**src/rtl/seq_subtractor.sv**
```systemverilog
// Purpose : multi-cycle subtractor, D = a - b, DIGIT bits per clock, with borrow and signed overflow.
// Latency : N = WIDTH/DIGIT cycles from accepted start to the done pulse; one operation per N cycles.
// Backpr. : start is taken only while busy=0 (including the done cycle); start during busy is dropped.
//
// Ports:
//   clk, rst      single clock, synchronous active-high reset
//   start, a, b   request and operands, captured when start is accepted
//   busy, done    operation in progress / one-cycle completion pulse
//   D, borrow,ovf result (a-b mod 2^WIDTH), unsigned borrow, signed overflow; held until next done
module seq_subtractor #(
  parameter int WIDTH = 32,
  parameter int DIGIT = 4
) (
  input  logic             clk,
  input  logic             rst,
  input  logic             start,
  input  logic [WIDTH-1:0] a,
  input  logic [WIDTH-1:0] b,
  output logic             busy,
  output logic             done,
  output logic [WIDTH-1:0] D,
  output logic             borrow,
  output logic             ovf
);

  localparam int N  = WIDTH / DIGIT;
  localparam int CW = $clog2(N) + 1;
  localparam int IW = (WIDTH > 1) ? $clog2(WIDTH) : 1;

  typedef enum logic {
    IDLE = 1'b0,
    RUN  = 1'b1
  } state_t;

  state_t           state;
  state_t           state_nxt;
  logic             accept;

  logic [WIDTH-1:0] op_a;
  logic [WIDTH-1:0] op_b;
  logic [WIDTH-1:0] work;
  logic [WIDTH-1:0] work_nxt;
  logic             borrow_r;
  logic [CW-1:0]    cnt;

  logic [IW-1:0]    base;
  logic [DIGIT-1:0] a_sl;
  logic [DIGIT-1:0] b_sl;
  logic [DIGIT:0]   sub;
  logic             last;
  logic             ovf_nxt;

  // Slice datapath: one DIGIT-wide subtract per cycle, borrow chained through borrow_r.
  always_comb begin
    base = IW'(int'(cnt) * DIGIT);
    a_sl = op_a[base +: DIGIT];
    b_sl = op_b[base +: DIGIT];
    // DIGIT+1 bit subtraction: the top bit goes to 1 exactly when the slice result is negative,
    // which is the borrow into the next slice.
    sub  = {1'b0, a_sl} - {1'b0, b_sl} - {{DIGIT{1'b0}}, borrow_r};
    work_nxt = work;
    work_nxt[base +: DIGIT] = sub[DIGIT-1:0];
    last = (cnt == CW'(N - 1));
    // Signed overflow only possible when operand signs differ and the result sign departs from a.
    ovf_nxt = (op_a[WIDTH-1] ^ op_b[WIDTH-1]) & (work_nxt[WIDTH-1] ^ op_a[WIDTH-1]);
  end

  // FSM state register.
  always_ff @(posedge clk) begin
    if (rst) begin
      state <= IDLE;
    end else begin
      state <= state_nxt;
    end
  end

  // FSM next state and outputs.
  always_comb begin
    state_nxt = state;
    accept    = 1'b0;
    busy      = (state == RUN);
    case (state)
      IDLE: begin
        if (start) begin
          accept    = 1'b1;
          state_nxt = RUN;
        end
      end
      RUN: begin
        if (last) begin
          state_nxt = IDLE;
        end
      end
      default: state_nxt = IDLE;
    endcase
  end

  // Operand capture, slice stepping and result publication.
  always_ff @(posedge clk) begin
    if (rst) begin
      op_a     <= '0;
      op_b     <= '0;
      work     <= '0;
      borrow_r <= 1'b0;
      cnt      <= '0;
      D        <= '0;
      borrow   <= 1'b0;
      ovf      <= 1'b0;
      done     <= 1'b0;
    end else begin
      done <= 1'b0;
      if (accept) begin
        op_a     <= a;
        op_b     <= b;
        work     <= '0;
        borrow_r <= 1'b0;
        cnt      <= '0;
      end else if (state == RUN) begin
        work     <= work_nxt;
        borrow_r <= sub[DIGIT];
        cnt      <= cnt + CW'(1);
        if (last) begin
          // Visible results only move here, so they hold across the following operation.
          D      <= work_nxt;
          borrow <= sub[DIGIT];
          ovf    <= ovf_nxt;
          done   <= 1'b1;
        end
      end
    end
  end

endmodule

```
**config.mk**
```make
export PLATFORM = sky130hd
export DESIGN_NAME = seq_subtractor
export DESIGN_NICKNAME = d
export VERILOG_FILES = /design/src/rtl/seq_subtractor.sv
export SDC_FILE = /design/constraint.sdc
export NUM_CORES = 1
export LEC_CHECK = 0
export ABC_AREA = 1
export CORE_MARGIN = 8
export CORE_UTILIZATION = 53
export DETAILED_ROUTE_END_ITERATION = 10
export PLACE_DENSITY = 0.89
export SLEW_MARGIN = 30
export SYNTH_ARGS = -nofsm -noshare
export SYNTH_HDL_FRONTEND = slang
export SYNTH_SLANG_ARGS = --single-unit
```
**constraint.sdc**
```tcl
create_clock -name clk -period 4.1 [get_ports clk]
set_clock_uncertainty 0.15 [all_clocks]
set_input_delay 0.82 -clock clk [delete_from_list [all_inputs] [get_ports clk]]
set_output_delay 0.82 -clock clk [all_outputs]
set_load 0.05 [all_outputs]
```
# After elaboration in Yosys (flattened, before gate mapping)
# Cells that the tools add are included.
# W data, S select, Z words.
[totals]
in_bits = 67
ff_bits = 137
[classes]
mux = 6
addsub = 4
bitwise = 5
n_reduce_logical = 3
shift = 4
n_eq_ne = 1
[ops]
columns = ["operator", "n"]
rows = [
  ["$shiftx A32 B6 Y4", 2],
  ["$bwmux W32", 1],
  ["$shift A4 B7 Y32 const A", 1],
  ["$shiftx A4 B7 Y32", 1],
  ["$neg A5 Y7", 1],
  ["$sub A4 B4 Y5", 1],
  ["$sub A5 B1 Y5", 1],
  ["$add A4 B1 Y4 const B", 1],
  ["$eq A4 B3 Y1 const B", 1],
  ["$mux W1", 4],
  ["$reduce_and A3 Y1", 1],
  ["$reduce_or A3 Y1", 1],
  ["$not A1 Y1", 2],
  ["$pmux W1 S2", 1],
  ["$reduce_or A2 Y1", 1],
  ["$xor A1 B1 Y1", 2],
  ["$and A1 B1 Y1", 1],
]

# Longest topological paths before layout
[logic_depth]
ltp_word = 7
depth_mapped = 19

# Worst setup path after synthesis
# Ideal clock, no wire load.
[synth_timing]
path_type = "reg-to-reg"
from = "register cnt[0]"
to = "register work[29]"
path_buffers = 3
stages_incl_launch_ff = 17
t_arrival_ns = 3.016
path_slack_ns = 0.876
path_cell_list = "dfxtp_1 -> buf_2 -> buf_2 -> clkbuf_1 -> o21ai_0 -> o221ai_1 -> o21ai_0 -> fa_1 -> inv_1 -> fa_1 -> nor2_1 -> nand3_1 -> nand2_1 -> o21ai_0 -> nand2_1 -> o211ai_1 -> inv_1"
[synth_between]
elab_chain_cells = 5
[synth_lines]
columns = ["item", "line", "rtl"]
rows = [
  ["start, declared", "44", "logic [CW-1:0] cnt;"],
  ["start signal, assigned", "121", "cnt <= cnt + CW'(1);"],
  ["$shiftx A32 B6 Y4, on equally long branches", "56, 57", ""],
  ["$sub A4 B4 Y5", "60", "sub = {1'b0, a_sl} - {1'b0, b_sl} - {{DIGIT{1'b0}}, borrow_r};"],
  ["$sub A5 B1 Y5", "60", ""],
  ["$shiftx A4 B7 Y32", "62", "work_nxt[base +: DIGIT] = sub[DIGIT-1:0];"],
  ["$bwmux W32 *", "62", ""],
  ["end signal, assigned", "119", "work <= work_nxt;"],
  ["end, declared", "41", "logic [WIDTH-1:0] work;"],
]
# Mark *: on every way between the ends. The rest lies on a longest branch, timed or not.
# A chain may end at the register's enable or synchronous reset.

# Final worst setup path
[layout_timing]
from = "register cnt[0]"
to = "register D[22]"
[layout_between]
elab_chain_cells = 5
[layout_lines]
columns = ["item", "line", "rtl"]
rows = [
  ["$shiftx A32 B6 Y4, on equally long branches", "56, 57", ""],
  ["$sub A4 B4 Y5", "60", ""],
  ["$sub A5 B1 Y5", "60", ""],
  ["$shiftx A4 B7 Y32", "62", ""],
  ["$bwmux W32", "62", ""],
  ["end signal, assigned", "124", "D <= work_nxt;"],
  ["end, declared", "21", "output logic [WIDTH-1:0] D,"],
]
# Parallel ways exist; a longest one is shown, timed or not.

==> results.yml <==
floorplan:
  die_w_microns: 121.3
  die-area_sq_um: 14720
  pin_count: 103
  std_cell_rows: 38
  fp.dieH_microns: 121.3
  core_area_sq_um: 10840
  initial_utilization_pct: 54.26
flow_run:
  cap_violations: 0
clock_network:
  cts_resized: 0
  postCtsSetupBuffers: 0
  clk_pin_slew_ns: 0.06
  cts_tree: "built"
  htree_levels: 4
  cts_root_buffer: "clkbuf_8"
  clk_path_buf_depth: 2
  clock-sinks: 137
  cts_hold_buf: 0
  clk_latency_ns: 0.53
  cts_buffers: 17
placed_design:
  dp_hpwl_microns: 10320
  gp_congestion: 0.8776
  io_buffers: 102
  post_dp_cell_area_sq_um: 6943
  place_inst: 1001
setup_path:
  critPathArrivalTime_ns: 3.62
  endpoint_kind: "register"
  worst-path-max-fanout: 46
  crit_chain: "buf_4 -> o21ai_0 -> o22ai_1 -> nor2_1 -> a31oi_1 -> fa_1 -> inv_1 -> fa_1 -> nand2_1 -> inv_1 -> nor2_1 -> nor2_1 -> nand3_1 -> nand2_1 -> o21ai_0 -> o21ai_0"
  start_kind: "register"
  reg2reg_depth: 16
  reg2reg_slack_ns: 0.73
  r2r-start: "cnt[0]"
  cpMaxStageDelayCell: "buf_4"
  cp.required_ns: 4.35
  critPathKind: "reg -> reg"
  critical_path.max_stage_delay_ns: 0.42
  r2r_end: "D[22]"
worst_hold_path:
  holdCritPathClass: "reg -> reg"
  worstHoldPathCells: 2
  hold_end: "ovf"
  worstHoldStart: "ovf"
cells_and_area:
  final_util_pct: 70.24
  fill_cells: 859
  final_area_sq_um: 7615
  multiInputGateArea_sq_um: 2751
  regArea_sq_um: 2744
  stdcell_count: 1033
  area_growth_syn_to_layout_pct: 29.46
  antenna_cells: 0
  drive_above_1_share_pct: 6.271
  nets: 959
synthesis:
  syn-cell-area_sq_um: 5882
  netlist_instances: 802
  yosysSeqAreaShare_pct: 46.63
  synthTopCellsByCount: "nor2_1, o21ai_0, dfxtp_1"
  async_flop_share_pct: 0
  synth_top_area_share_pct: 46.63
  synthFlopType: "dfxtp_1"
  synth.most_common_cell: "nor2_1"
  avgSynthCellArea_sq_um: 7.334
  ys_seq_elements: 137
  synth.top_cells.by_area: "dfxtp_1, o21ai_0, nor2_1"
  synth_nets: 881
  synth_edf_count: 0
  ys_types: 37
  synth.largest_area_cell: "dfxtp_1"
  ys_warn_count: 0
grt:
  antenna_found_initial: 0
  grt_pass1_wl_microns: 26650
  grt_usage_pct: 22.18
  grt_pass1_vias: 5712
  grt_max_degree: 67
  globalRouteOverflowTotal: 0
drt:
  wl_per_cell_microns: 15.54
  drc: 0
  viasPerCell: 5.557
  num_vias: 5740
  routed_wl_microns: 16050
  drtPass1Iterations: 6
  drtIter0Drc: 618
  drtAntennaViolNets: 0
sta:
  setup_viol: 0
  hold_viol_final: 0
  holdWs_ns: 0.3013
  rsz0062_at_grt: "false"
  fmax_ghz: 0.2966
  fin_crit_ns: 3.371
  finalCritPeriodShare_pct: 82.23
  finalSetupTns_ns: 0
  max_slew.worst_pin.slew_ns: 0.9495
  slew_violations: 0
  relSlewSlack_pct: 36.21
power_and_ir_drop:
  seqPwrFrac_pct: 39.9
  internal-power_mw: 2.707
  power.share.clock_pct: 48.3
  power_density_nw_per_um2: 475.3
  p_leak_nw: 3.128
  share_comb_of_total_power_pct: 11.8
  switching_share_pct: 25.21
  ir_drop_mv: 0.3187
  power.switching_mw: 0.9126
run_status:
  status: "complete, no violations"
## layout make-up
class	instances	share of cell area, %
Timing Repair Buffer	110	14.20
Sequential cell	137	36.03
Multi-Input combinational cell	563	36.13
Clock inverter	13	3.138
Clock buffer	19	5.669
Inverter	51	2.530
Tap cell	140	2.300
## routing by layer
layer | track usage [%] | routed length (microns) | up-vias
li1 | - | - | 2794
met1 | 25.91 | 6498 | 2624
met2 | 37.41 | 7911 | 269
met3 | 6.003 | 1178 | 53
met4 | 9.561 | 462 | 0
met5 | 0 | 0 | -
## flip-flops by register name (all words and copies together), names as in the netlist
signal and count:
D 32, borrow 1, borrow_r 1, busy 1, cnt 4, done 1, op_a 32, op_b 32
ovf 1, work 32
## power by group through the flow
stage / sequential (mW) / combinational (mW) / clock, mW
after global routing: 1.45 / 0.485 / 1.80
after floorplan: 1.46 / 0.284 / 0
after detailed placement: 1.47 / 0.413 / 0
after CTS: 1.44 / 0.422 / 1.75
after global placement: 1.47 / 0.405 / 0
final: 1.44 / 0.428 / 1.75
## kinds of logic (layout without fill, tap and decap cells)
group | Yosys count | in the layout | synth area share (%)
and+or+nand+nor | 328 | 328 | 22.83
AOI/OAI and AO/OA | 217 | 217 | 19.97
DFF | 137 | 137 | 46.63
buffers and inverters | 102 | 193 | 6.764
adders and majority gates | 12 | 12 | 2.808
muxes | 5 | 5 | 0.8509
xor gates and xnor gates | 1 | 1 | 0.1489
## through the flow
step | power (mW) | setup WS, ns
3_3_place_gp | 1.872 | 0.9340
3_5_place_dp | 1.882 | 0.8049
2_1_floorplan | 1.739 | 0.8755
5_1_grt | 3.739 | 0.3390
6_report | 3.619 | 0.7287
4_1_cts | 3.613 | 0.7907
## critical path, delay by kind of cell (launching register included)
family | cells | cell delay, ns
compound gates | 5 | 0.89
fa+ha+maj | 2 | 0.67
simple gates | 6 | 0.66
buf+inv | 3 | 0.52
flops | 1 | 0.34
## placed cells by master, fill, tap and decap left out, drive strengths merged, types with 2 or more instances in the layout
master	n
nand4	2
o22ai	6
inv	54
o21ai	159
o211ai	19
clkinvlp	2
dfxtp	137
a31oi	5
clkinv	2
o221ai	3
fa	2
nor3	10
nor4	2
a21oi	21
clkbuf	19
clkdlybuf4s50	102
bufinv	6
nand3	19
ha	10
buf	8
mux2i	5
a32o	2
nor2	176
nand2	116
## worst max-delay path by stage
stage	startpoint	to	depth (start not counted)	slack (ns)
3_5_place_dp	cnt[0]	D[22]	15	0.80
2_1_floorplan	cnt[0]	work[29]	16	0.88
5_1_grt	cnt[0]	D[29]	12	0.34
4_1_cts	cnt[0]	D[22]	15	0.79
3_3_place_gp	cnt[0]	D[22]	16	0.93
6_report	cnt[0]	D[22]	16	0.73
(Power assumes the default switching activity.)
==> patch 1: new RTL, same settings <==
Put one more register stage on the output `D`, with the module's reset. The value now appears one clock later. The other outputs are not delayed to match. Comments in the files are not updated.
--- a/src/rtl/seq_subtractor.sv
+++ b/src/rtl/seq_subtractor.sv
@@ -31,6 +31,8 @@
     IDLE = 1'b0,
     RUN  = 1'b1
   } state_t;
+
+  logic [WIDTH-1:0] D_s0;
 
   state_t           state;
   state_t           state_nxt;
@@ -103,7 +105,7 @@
       work     <= '0;
       borrow_r <= 1'b0;
       cnt      <= '0;
-      D        <= '0;
+      D_s0     <= '0;
       borrow   <= 1'b0;
       ovf      <= 1'b0;
       done     <= 1'b0;
@@ -121,7 +123,7 @@
         cnt      <= cnt + CW'(1);
         if (last) begin
           // Visible results only move here, so they hold across the following operation.
-          D      <= work_nxt;
+          D_s0   <= work_nxt;
           borrow <= sub[DIGIT];
           ovf    <= ovf_nxt;
           done   <= 1'b1;
@@ -130,5 +132,13 @@
     end
   end
 
+  always_ff @(posedge clk) begin
+    if (rst) begin
+      D <= '0;
+    end else begin
+      D <= D_s0;
+    end
+  end
+
 endmodule
 
Check against the original RTL: not equivalent (Yosys sat finds a counterexample within 10 cycles, from zero or initial values and one cycle with rst high).
==> patch 1 against the original RTL <==
Sequential cell count is 32 higher; sequential share of layout area is 4.3 points higher; cell count is 9.5% higher; area after synthesis is 14% higher; via count is 4.4% higher; design area is 10% higher; total power is 3.1% higher; routed wire length hardly changed; fmax is 0.51% higher; setup slack better by 17 ps; highest routed layer unchanged.
==> patch 1: results (changes against the original RTL) <==
Area after DPL=7826 um^2 (+13%); RD Place Congestion=0.8782 (about the same); Worst-Skew Late Latency=430 ps (-100 ps); setup TNS=0 ps (unchanged); Fill cells=1040 (+21%); Slew headroom=46.51% (+10 points); Placed Cells=1099 (+9.8%); Global Route Usage Sum=20.02% (-2.2 points); compound-cell area share of the yosys netlist=18.33% (-1.6 points); peak supply drop=0.0002685 V (-16%); post-synthesis mux area share=0.7445% (-0.11 points); Top delay family on crit path=adder cells; CP max stage delay=440 ps (+20 ps); top cells by count, synth=nor2_1, dfxtp_1, o21ai_0, inv_1, nand2_1; vias in the first global route=5793 (+1.4%); clock root cell=clkbuf_16; reg2reg path depth=14 (-2); fin area=8398 um^2 (+10%); final wirelength=16.05 mm (about the same); clk slew on worst S/H paths=60 ps (about the same); Int Power=2774 uW (+2.5%); status=completed; share of cells above drive strength 1=6.361% (+0.090 points); Lkg Pwr=0.003404 uW (+8.8%); post-CTS sizing=0 (unchanged); Synth Warn #=0 (unchanged); Post-DP HPWL=10.76 mm (+4.3%); Initial DRT Pass Iterations=5 (-1); total CTS buffers=17 (unchanged); async set-reset flop share out of synthesis=0% (unchanged); Yosys cell types=35 (-5.4%); Iter 0 DRT Violations=501 (-19%); Nets=1025 (+6.9%); Clock Power Share=41.0% (-7.3 points); data arrival time of the worst path=3580 ps (-40 ps); largest fanout on the critical path=36 (-22%); P_clk=1530 uW (-13%); Place WS=775.6 ps (-29.28 ps); xor and xnor area share after synthesis=0.1303% (-0.019 points); syn nets=950 (+7.8%); crit path max-delay cell type=fa_1; sequential share of the synthesized area=50.33% (+3.7 points); largest net degree at the start of global routing=67 (unchanged); initial antenna violation count=0 (unchanged); first-pass GRT wire length=26.72 mm (+0.29%); non-filler cells, final=1131 (+9.5%); vias per cell=5.296 (-4.7%); maximum clock path buffer count=2 (unchanged); Synth area leaders=dfxtp_1, nor2_1, o21ai_0; Diodes inserted=0 (unchanged); H-tree depth=4 (unchanged); residual DRC count=0 (unchanged); Hold Path Cell Cnt=2 (unchanged); Syn Area/Cell=7.718 um^2 (+5.2%); I/O Buffers=102 (unchanged); Post-Synth Adder-Cell Area=2.457% (-0.35 points)
patch 1: changes by cell type after synthesis, moves of 4 or more:
cell     change
dfxtp_1     +32
nand2_1     -33
buf_1        +4
o21ai_0     -27
o22ai_1     +30
inv_1       +33
nor2_1      +28
patch 1: worst paths after layout:
path / endpoint / startpoint / slack (ps)
setup reg to reg: work[29] / cnt[0] / 750
hold reg to reg: D[15] / D_s0[15] / 280
hold / removal: D[15] / D_s0[15] / 280
setup / recovery: work[29] / cnt[0] / 750
patch 1: per-layer routing:
metal / vias to the layer above / global-route usage [%] / part of all wire [%]
met5: - / 0 / 0
met4: 0 / 9.053 / 2.2
met3: 29 / 5.130 / 7.0
met2: 215 / 33.02 / 48
met1: 2742 / 24.17 / 43
li1: 3004 / - / -
patch 1: area by class of cell:
class | count | area share (%)
Timing Repair Buffer | 111 | 13.11
Sequential cell | 169 | 40.30
Clock inverter | 9 | 1.103
Tap cell | 172 | 2.563
Clock buffer | 23 | 5.691
Multi-Input combinational cell | 563 | 33.46
Inverter | 84 | 3.769
==> patch 2: new RTL, config.mk and constraints unchanged <==
Without the edit above. Change the parameter `DIGIT` from 4 to 16.
--- a/src/rtl/seq_subtractor.sv
+++ b/src/rtl/seq_subtractor.sv
@@ -9,7 +9,7 @@
 //   D, borrow,ovf result (a-b mod 2^WIDTH), unsigned borrow, signed overflow; held until next done
 module seq_subtractor #(
   parameter int WIDTH = 32,
-  parameter int DIGIT = 4
+  parameter int DIGIT = 16
 ) (
   input  logic             clk,
   input  logic             rst,
Check against the original RTL: not equivalent (Yosys sat finds a counterexample within 4 cycles, from zero or initial values and one cycle with rst high).
==> patch 2 against the original RTL <==
Design area increased by 9.6%; critical path type unchanged; sequential cell count decreased by 2; area after synthesis grew 12%; critical path depth is 1 higher; setup slack better by 190 ps; routed wire length up 7.9%; global-route usage shrank 0.46 points.
Power is not compared: it rests on default switching activity, and its combinational part moved more than twofold at a synthesized area within 25%.
==> patch 2: results (changes against the original RTL) <==
status=completed; RD Place Congestion=0.9527 (+8.6%); top cells by count, synth=nand2_1, nor2_1, dfxtp_1, o21ai_0, inv_1; Yosys cell types=36 (-2.7%); via count=6202 (+8.0%); Initial DRT Pass Iterations=5 (-1); Worst-Skew Late Latency=420 ps (-110 ps); largest net degree at the start of global routing=62 (-7.5%); vias per cell=5.199 (-6.4%); Post-Synth Adder-Cell Area=6.114% (+3.3 points); sequential share of the synthesized area=41.01% (-5.6 points); Synth Warn #=0 (unchanged); share of cells above drive strength 1=7.317% (+1.0 points); Syn Area/Cell=7.124 um^2 (-2.9%); Nets=1110 (+16%); Iter 0 DRT Violations=606 (-1.9%); post-route total power=4178 uW; Area after DPL=7716 um^2 (+11%); clock root cell=clkbuf_16; Place WS=959.5 ps (+154.6 ps); Post-DP HPWL=12.00 mm (+16%); WL/cell=14.51 um (-6.6%); syn nets=1023 (+16%); Synth area leaders=dfxtp_1, nand2_1, nor2_1; clk slew on worst S/H paths=60 ps (about the same); largest fanout on the critical path=39 (-15%); vias in the first global route=6102 (+6.8%); Fill cells=937 (+9.1%); Top delay family on crit path=simple AND/OR/NAND/NOR gates; xor and xnor area share after synthesis=0.9113% (+0.76 points); first-pass GRT wire length=28.75 mm (+7.9%); Global Route Usage Sum=21.72% (-0.46 points)
patch 2: worst min-delay path, stage by stage, from the launching register on:
cell	delay [ps]
dfxtp_1	310
nand2_1	60
nand2_1	40
patch 2: routing by layer:
| metal | routed length (um) | up-vias | GRT usage, % |
|---|---|---|---|
| met3 | 991 | 29 | 4.825 |
| met5 | 0 | - | 0 |
| met4 | 357 | 0 | 8.188 |
| met2 | 8207 | 226 | 36.94 |
| met1 | 7758 | 2818 | 26.24 |
| li1 | - | 3129 | - |
patch 2: final cells by class:
type	instances	area share, %
Sequential cell	135	32.39
Timing Repair Buffer	113	13.22
Inverter	103	4.631
Tap cell	168	2.518
Multi-Input combinational cell	642	39.67
Clock inverter	11	2.053
Clock buffer	21	5.516
patch 2: path summary, 6_finish.rpt:
kind	from	to	slack, ps	depth (start not counted)
setup / recovery	cnt[0]	work[30]	920	17
hold / removal	D[5]	D[5]	300	2
hold reg to reg	D[5]	D[5]	300	2
setup reg to reg	cnt[0]	work[30]	920	17
